$ cat src/rtl/pdm_cic_decimator.sv
// 1-bit PDM to signed PCM: 3rd-order CIC decimator, saturating rescale,
// and a one-entry valid/ready output slice with sticky overrun flag.
module pdm_cic_decimator #(
  parameter int DEC_RATIO = 64,
  parameter int OUT_W     = 16
) (
  input  logic                    clk,
  input  logic                    rst,
  input  logic                    pdm_en,
  input  logic                    pdm_in,
  output logic signed [OUT_W-1:0] pcm_out,
  output logic                    pcm_valid,
  input  logic                    pcm_ready,
  output logic                    settled,
  output logic                    overrun
);

  localparam int LOG2R = $clog2(DEC_RATIO);
  localparam int ACC_W = 3 * LOG2R + 2;
  localparam int SHIFT = 3 * LOG2R + 1 - OUT_W;
  localparam logic signed [ACC_W-1:0] SAT_HI = ACC_W'(2 ** (OUT_W - 1) - 1);
  localparam logic signed [ACC_W-1:0] SAT_LO = ~SAT_HI;

  logic [LOG2R-1:0]        count;
  logic signed [ACC_W-1:0] i1, i2, i3;
  logic signed [ACC_W-1:0] i1_new, i2_new, i3_new;
  logic signed [ACC_W-1:0] step;
  logic signed [ACC_W-1:0] p1, p2, p3;
  logic signed [ACC_W-1:0] c1, c2, c3;
  logic signed [ACC_W-1:0] shifted;
  logic signed [OUT_W-1:0] sat_val;
  logic signed [OUT_W-1:0] y;
  logic                    v1, v2, v3, v4;
  logic [1:0]              loads;
  logic                    tick;

  // +1 for a one bit, -1 (all ones) for a zero bit.
  assign step   = {{(ACC_W-1){~pdm_in}}, 1'b1};
  assign i1_new = i1 + step;
  assign i2_new = i2 + i1_new;
  assign i3_new = i3 + i2_new;
  assign tick   = pdm_en && (count == LOG2R'(DEC_RATIO - 1));

  assign shifted = c3 >>> SHIFT;

  always_comb begin
    sat_val = shifted[OUT_W-1:0];
    if (shifted > SAT_HI)      sat_val = SAT_HI[OUT_W-1:0];
    else if (shifted < SAT_LO) sat_val = SAT_LO[OUT_W-1:0];
  end

  // NOTE: all state uses non-blocking assignments so every stage samples the
  // previous stage's pre-edge value; blocking here would collapse the pipeline.
  always_ff @(posedge clk or posedge rst) begin
    if (rst) begin
      count <= '0;
      i1 <= '0; i2 <= '0; i3 <= '0;
      p1 <= '0; p2 <= '0; p3 <= '0;
      c1 <= '0; c2 <= '0; c3 <= '0;
      y  <= '0;
      v1 <= 1'b0; v2 <= 1'b0; v3 <= 1'b0; v4 <= 1'b0;
    end else begin
      if (pdm_en) begin
        i1    <= i1_new;
        i2    <= i2_new;
        i3    <= i3_new;
        count <= count + LOG2R'(1);
      end
      // Comb delays advance only when their stage carries a decimated sample.
      v1 <= tick;
      if (tick) begin
        c1 <= i3_new - p1;
        p1 <= i3_new;
      end
      v2 <= v1;
      if (v1) begin
        c2 <= c1 - p2;
        p2 <= c1;
      end
      v3 <= v2;
      if (v2) begin
        c3 <= c2 - p3;
        p3 <= c2;
      end
      v4 <= v3;
      if (v3) y <= sat_val;
    end
  end

  always_ff @(posedge clk or posedge rst) begin
    if (rst) begin
      pcm_out   <= '0;
      pcm_valid <= 1'b0;
      settled   <= 1'b0;
      overrun   <= 1'b0;
      loads     <= 2'd0;
    end else if (v4) begin
      pcm_out   <= y;
      pcm_valid <= 1'b1;
      if (pcm_valid && !pcm_ready) overrun <= 1'b1;
      if (loads != 2'd3)           loads   <= loads + 2'd1;
      if (loads == 2'd2)           settled <= 1'b1;
    end else if (pcm_valid && pcm_ready) begin
      pcm_valid <= 1'b0;
    end
  end

endmodule
$ cat config.mk
export PLATFORM = sky130hd
export DESIGN_NAME = pdm_cic_decimator
export DESIGN_NICKNAME = d
export VERILOG_FILES = /design/src/rtl/pdm_cic_decimator.sv
export SDC_FILE = /design/constraint.sdc
export NUM_CORES = 1
export LEC_CHECK = 0
export ABC_AREA = 1
export BUFFER_PORTS_ARGS = -buffer_cell sky130_fd_sc_hd__buf_2
export CAP_MARGIN = 10
export CORE_MARGIN = 3
export CORE_UTILIZATION = 55
export CTS_BUF_LIST = sky130_fd_sc_hd__clkbuf_8 sky130_fd_sc_hd__clkbuf_16
export CTS_CLUSTER_SIZE = 14
export DETAILED_ROUTE_END_ITERATION = 12
export HOLD_SLACK_MARGIN = 0.06
export PLACE_DENSITY = 0.71
export SETUP_SLACK_MARGIN = 0.02
export SYNTH_ARGS = -nofsm -noshare
export SYNTH_HDL_FRONTEND = slang
export SYNTH_SLANG_ARGS = --single-unit
$ cat constraint.sdc
create_clock -name clk -period 10.3 [get_ports clk]
set_input_delay 3.09 -clock clk [delete_from_list [all_inputs] [get_ports clk]]
set_output_delay 3.09 -clock clk [all_outputs]
set_load 0.05 [all_outputs]
; ---- After elaboration in Yosys (flattened, before gate mapping)
; Index checks and enable logic that the tools add are counted.
[totals]
register_bits = 227
output_inout_bits = 19
word_cells = 46
[op_classes]
addsub = 8
order_cmp = 2
eq_ne = 3
mux = 4
n_bitwise = 1
reduce_logical = 8
[op_table]
columns = op, count
row1 = 20-bit subtractor, 3
row2 = 20-bit adder, 2
row3 = 16-bit 2-to-1 mux, 2
row4 = 20-bit by 2-bit adder with 20-bit output, 1
row5 = "17-bit by 16-bit > comparator with 1-bit output, second input constant", 1
row6 = "17-bit by 16-bit < comparator with 1-bit output, second input constant", 1
row7 = "6-bit by 1-bit adder with 6-bit output, second input constant", 1
row8 = "6-bit equality test, second input constant", 1
row9 = 2-bit AND reduction, 3
row10 = 1-bit logical AND, 3
row11 = "2-bit by 1-bit adder with 2-bit output, second input constant", 1
row12 = "2-bit equality test, second input constant", 1
row13 = 1-bit 2-to-1 mux, 2
row14 = "2-bit != test, second input constant", 1
row15 = 2-bit nonzero test, 1
row16 = 1-bit zero test, 1
row17 = 1-bit NOT, 1

; ---- Logic depth before layout (Yosys ltp)
[depth]
word_depth = 5
ltp_mapped = 37
depth_no_buf = 37

; ---- Least setup slack after synthesis
; OpenSTA, ideal clock, no wires.
[synth_timing]
path_kind = input-to-reg
start = input port pdm_in
end = register c1[19]
arrival_ps = 8092
required_time_ps = 10183
slack_ps = 2091
cell_stages = 34
n_path_buf = 0
path_cell_list = inv_1 > ha_1 > a21oi_1 > nand2_1 > nand2_1 > nand3_1 > a21oi_1 > xnor2_1 > ha_1 > nand2_1 > nor2_1 > a211oi_1 > o21ai_2 > xor2_1 > ha_1 > nand2_1 > nor2_1 > nand4_1 > o21ai_1 > nand3_1 > nand2_1 > xor2_1 > ha_1 > nand2_1 > nor4_1 > nand4_1 > nand3_1 > nand2_1 > a21oi_1 > nor2_1 > inv_1 > nand3_1 > nand3_1 > nand2_1
[synth_via]
elab_chain_cells = 5
[synth_rtl]
columns = element, line
row1 = "start, declared", 10  ; input logic pdm_in,
row2 = 1-bit NOT, 38  ; assign step = {{(ACC_W-1){~pdm_in}}, 1'b1};
row3 = 20-bit by 2-bit adder with 20-bit output, 39  ; assign i1_new = i1 + step;
row4 = named net i1_new[9], 26  ; logic signed [ACC_W-1:0] i1_new, i2_new, i3_new;
row5 = 20-bit adder, 40  ; assign i2_new = i2 + i1_new;
row6 = named net i2_new[10], 26
row7 = 20-bit adder, 41  ; assign i3_new = i3 + i2_new;
row8 = named net i3_new[13], 26
row9 = 20-bit subtractor, 72  ; c1 <= i3_new - p1;
row10 = "end signal, assigned", 72
row11 = "end, declared", 29  ; logic signed [ACC_W-1:0] c1, c2, c3;
; The timed path passes the listed nets, and every way through them passes these cells.
; A chain may end at the register's enable or synchronous reset.

; ---- Worst setup path in the final report
; Same ends and word-level chain as after synthesis.

==> run summary <==
YOSYS
-------------------------------------------------------------------------------------
Asr flop ratio synth                                                             100%
Fraction of the mapped netlist area in simple logic gates                       20.9%
Combinational family with the most area after synthesis                  simple AND/OR/NAND/NOR gates
Synthesized-area fraction occupied by ao, oa, aoi and oai cells                 15.5%
Flip-flop and latch count after synthesis                                         224
Post-synthesis net count                                                         1864
Mux contribution to synthesized area                                               0%
Number of unique standard cell types used by synthesis                             49
Number of enable flip-flop cells after synthesis                                    0
Netlist area before placement                                              0.0138 mm²
Average instance area after synthesis                                        7.93 µm²
Xor and xnor area share after synthesis                                         4.89%
Cells after Synth                                                                1737
Synthesis Warnings                                                                  0
Proportion of synthesized chip area in sequential cells                         40.7%
Top FF cell, synth                                                            dfrtp_1
Adder and majority cell fraction of the synthesized area                        11.4%

DETAILED ROUTING
-------------------------------------------------------------------------------------
# DRC                                                                               0
Detailed Routing Iterations Pass 1                                                  5
Overall via count from detail_route                                             11300
Antenna-violating nets left                                                         0
Total Wirelength                                                              30.2 mm
Routed vias/inst                                                                 5.39
Routed len/inst                                                               14.4 µm
Count of routing violations after the opening detailed-route iteration            707

GLOBAL ROUTING
-------------------------------------------------------------------------------------
Number of global-route vias before repair                                       10800
Total overflow reported by the global router                                        0
Number of antenna violations at the first check in global routing                   0
Maximum number of pins on one net before global-route repair                       84
Overall Global Routing Usage                                                    23.0%
Wire length of the first global-routing pass                                  51.6 mm

CRITICAL PATH
-------------------------------------------------------------------------------------
Critical path class                                                            in2reg
Worst setup slack for register-to-register paths                              4.30 ns
Worst Path Buf+Inv                                                                  4
Slowest library cell on the worst path                                          inv_1
Kind of start point of the critical path                                    input pin
Critical Path RT                                                             10.71 ns
R2R Path Start                                                           i1[0]$_DFFE_PP0P_
Number of cell instances on the worst register-to-register path                    31
Maximum fanout along the worst path                                                19
Endpoint class of the critical path                                          register
Source of the critical timing path                                             pdm_in
Crit path DAT                                                                 9.29 ns
Worst R2R End                                                            c1[19]$_DFFE_PP0P_
Family of cells with the greatest summed delay on the critical path      simple AND/OR/NAND/NOR gates
Critical path depth                                                                34
Peak per-stage delay on the critical path                                     0.54 ns
Cell mode on critical path                                                    nand2_1

TIMING
-------------------------------------------------------------------------------------
Final setup TNS                                                                  0 ns
Highest achievable clock rate                                                 113 MHz
Final number of hold-violating endpoints                                            0
Minimum period implied by the final worst setup slack                         8.88 ns
Final slew viol count                                                               0
RSZ-0062 raised after global routing                                               no
Max_slew headroom                                                               24.5%
Worst clock skew on the final layout                                        0.0114 ns
Final setup violation count                                                         0
Actual slew at the worst max-slew pin                                         1.13 ns
Period utilisation layout                                                       86.2%

CLOCK TREE
-------------------------------------------------------------------------------------
Setup Fix Bufs, Post-CTS                                                            0
Clk slew on worst S/H paths                                                   0.06 ns
Count of hold-fix buffers inserted at cts                                           0
Clock root buffer master                                                    clkbuf_16
Latest clock arrival within the worst-skew pair                               0.53 ns
Cells resized by post-CTS repair                                                    0
Level count of the clock H-tree                                                     1
Number of CTS-inserted buffers                                                     26
TritonCTS clock tree                                                              yes
Clock buffer depth                                                                  3
Count of clock tree sinks                                                         224

FLOORPLANNING
-------------------------------------------------------------------------------------
Core area                                                                  0.0245 mm²
DIE AREA                                                                   0.0270 mm²
Die Wd                                                                         164 µm
Row cnt                                                                            57
Vertical extent of the die                                                     164 µm
Ports                                                                              24
Effective utilization at floorplan                                              56.3%

MIN PATH
-------------------------------------------------------------------------------------
Worst hold path cell count                                                          2
Classification of the worst-slack hold path                                   reg2reg
Min-Delay Endpoint                                                       overrun$_DFFE_PP0P_
Worst hold start                                                         overrun$_DFFE_PP0P_

PLACEMENT
-------------------------------------------------------------------------------------
Number of port buffers                                                             23
Hpwl dp                                                                       22.0 mm
Final RePlAce weighted congestion                                               0.874

FINISH
-------------------------------------------------------------------------------------
Area added between synthesis and finish                                         9.85%
Filler cell count                                                                2210
Ratio of cells with drive above 1 in the final layout                           7.45%
Antenna cell count                                                                  0
Number of nets at the end of the flow                                            1879

JOB
-------------------------------------------------------------------------------------
Maximum Capacitance Violations                                                      0

OUTCOME
-------------------------------------------------------------------------------------
Result of the run                                                        finished, final reports clean

[worst max path at each step]
stage,to
floorplan,c1[0]$_DFFE_PP0P_
global placement,c1[19]$_DFFE_PP0P_
detailed placement,c1[19]$_DFFE_PP0P_
CTS,c1[19]$_DFFE_PP0P_
global route,c1[19]$_DFFE_PP0P_
finish,c1[19]$_DFFE_PP0P_
[metrics by stage]
stage	area [µm²]	setup WS, ns	cells	hold slack [ns]	util [%]
after detailed placement	14200	0.952	2048	0.453	58.0
final	15100	1.42	2095	0.461	61.8
after CTS	15100	1.49	2095	0.468	61.8
after global routing	15100	0.739	2095	0.493	61.8
after floorplan	13800	1.08	1737	0.352	-
after global placement	14200	1.18	2048	0.437	58.0
[cell usage after synthesis, types with 8 or more instances]
master,instances,area share [%]
nand2_1,479,13
dfrtp_1,224,41
inv_1,196,5.3
o21ai_0,156,5.7
ha_1,117,11
a21oi_1,116,4.2
nor2_1,76,2.1
nand3_1,54,2.0
xor2_1,46,2.9
clkbuf_1,32,0.87
xnor2_1,29,1.8
a31oi_1,28,1.3
or2_2,20,0.91
o21ai_1,17,0.62
nand4_1,16,0.73
o22ai_1,15,0.68
nor3_1,11,0.40
o31ai_1,11,0.60
nand3_2,9,0.65
buf_1,8,0.22
[logic make-up after synthesis]
kind of cell    count (synthesis)
flops                         224
fa+ha+maj                     122
buf+inv                       245
compound gates                383
xor+xnor                       76
simple gates                  687
[flip-flops by register name, summed over array words and instances, names as in the netlist, 2 cells and up]
name / count
c1: 20
c2: 20
i1: 20
i2: 20
i3: 20
p1: 20
p2: 20
p3: 20
c3: 17
pcm_out: 16
y: 16
count: 6
loads: 2
[area by class of cell]
class | instances | area, µm² | share of cell area (%)
inverter | 202 | 766 | 5.06
multi-input combinational | 1268 | 7240 | 47.9
clock inverter | 14 | 194 | 1.28
timing repair buffer | 30 | 168 | 1.11
sequential | 224 | 5610 | 37.1
tap | 324 | 405 | 2.68
clock buffer | 33 | 747 | 4.94
[layer usage]
metal  part of all wire [%]  track usage [%]
met5                      0                0
met4                    3.4             8.15
met3                    3.5             2.62
met2                     45             37.3
met1                     48             32.0
[placed cells by master, fill, tap and decap left out, types with 9 or more instances in the layout]
| master | count |
|---|---|
| nand3_1 | 54 |
| nor2_1 | 76 |
| nor3_1 | 11 |
| xnor2_1 | 29 |
| o22ai_1 | 15 |
| buf_2 | 23 |
| o31ai_1 | 11 |
| ha_1 | 117 |
| o21ai_0 | 156 |
| o21ai_1 | 17 |
| nand4_1 | 16 |
| a31oi_1 | 28 |
| a21oi_1 | 116 |
| nand2_1 | 479 |
| xor2_1 | 46 |
| nand3_2 | 9 |
| dfrtp_1 | 224 |
| inv_1 | 195 |
| or2_2 | 20 |
| clkbuf_16 | 26 |
[worst register-to-register path: cells and delay by family, from the launching register on]
family                   cells  cell delay, ns
AND/OR/NAND/NOR             16            1.82
buffers and inverters        2            0.13
AO/OA/AOI/OAI                6            1.22
flip-flops                   1            0.44
XOR/XNOR                     3            0.61
adder cells (fa/ha/maj)      4            1.66
Power is not shown: default switching activity piles up to over one toggle a cycle in this logic, so the estimate is an artifact.
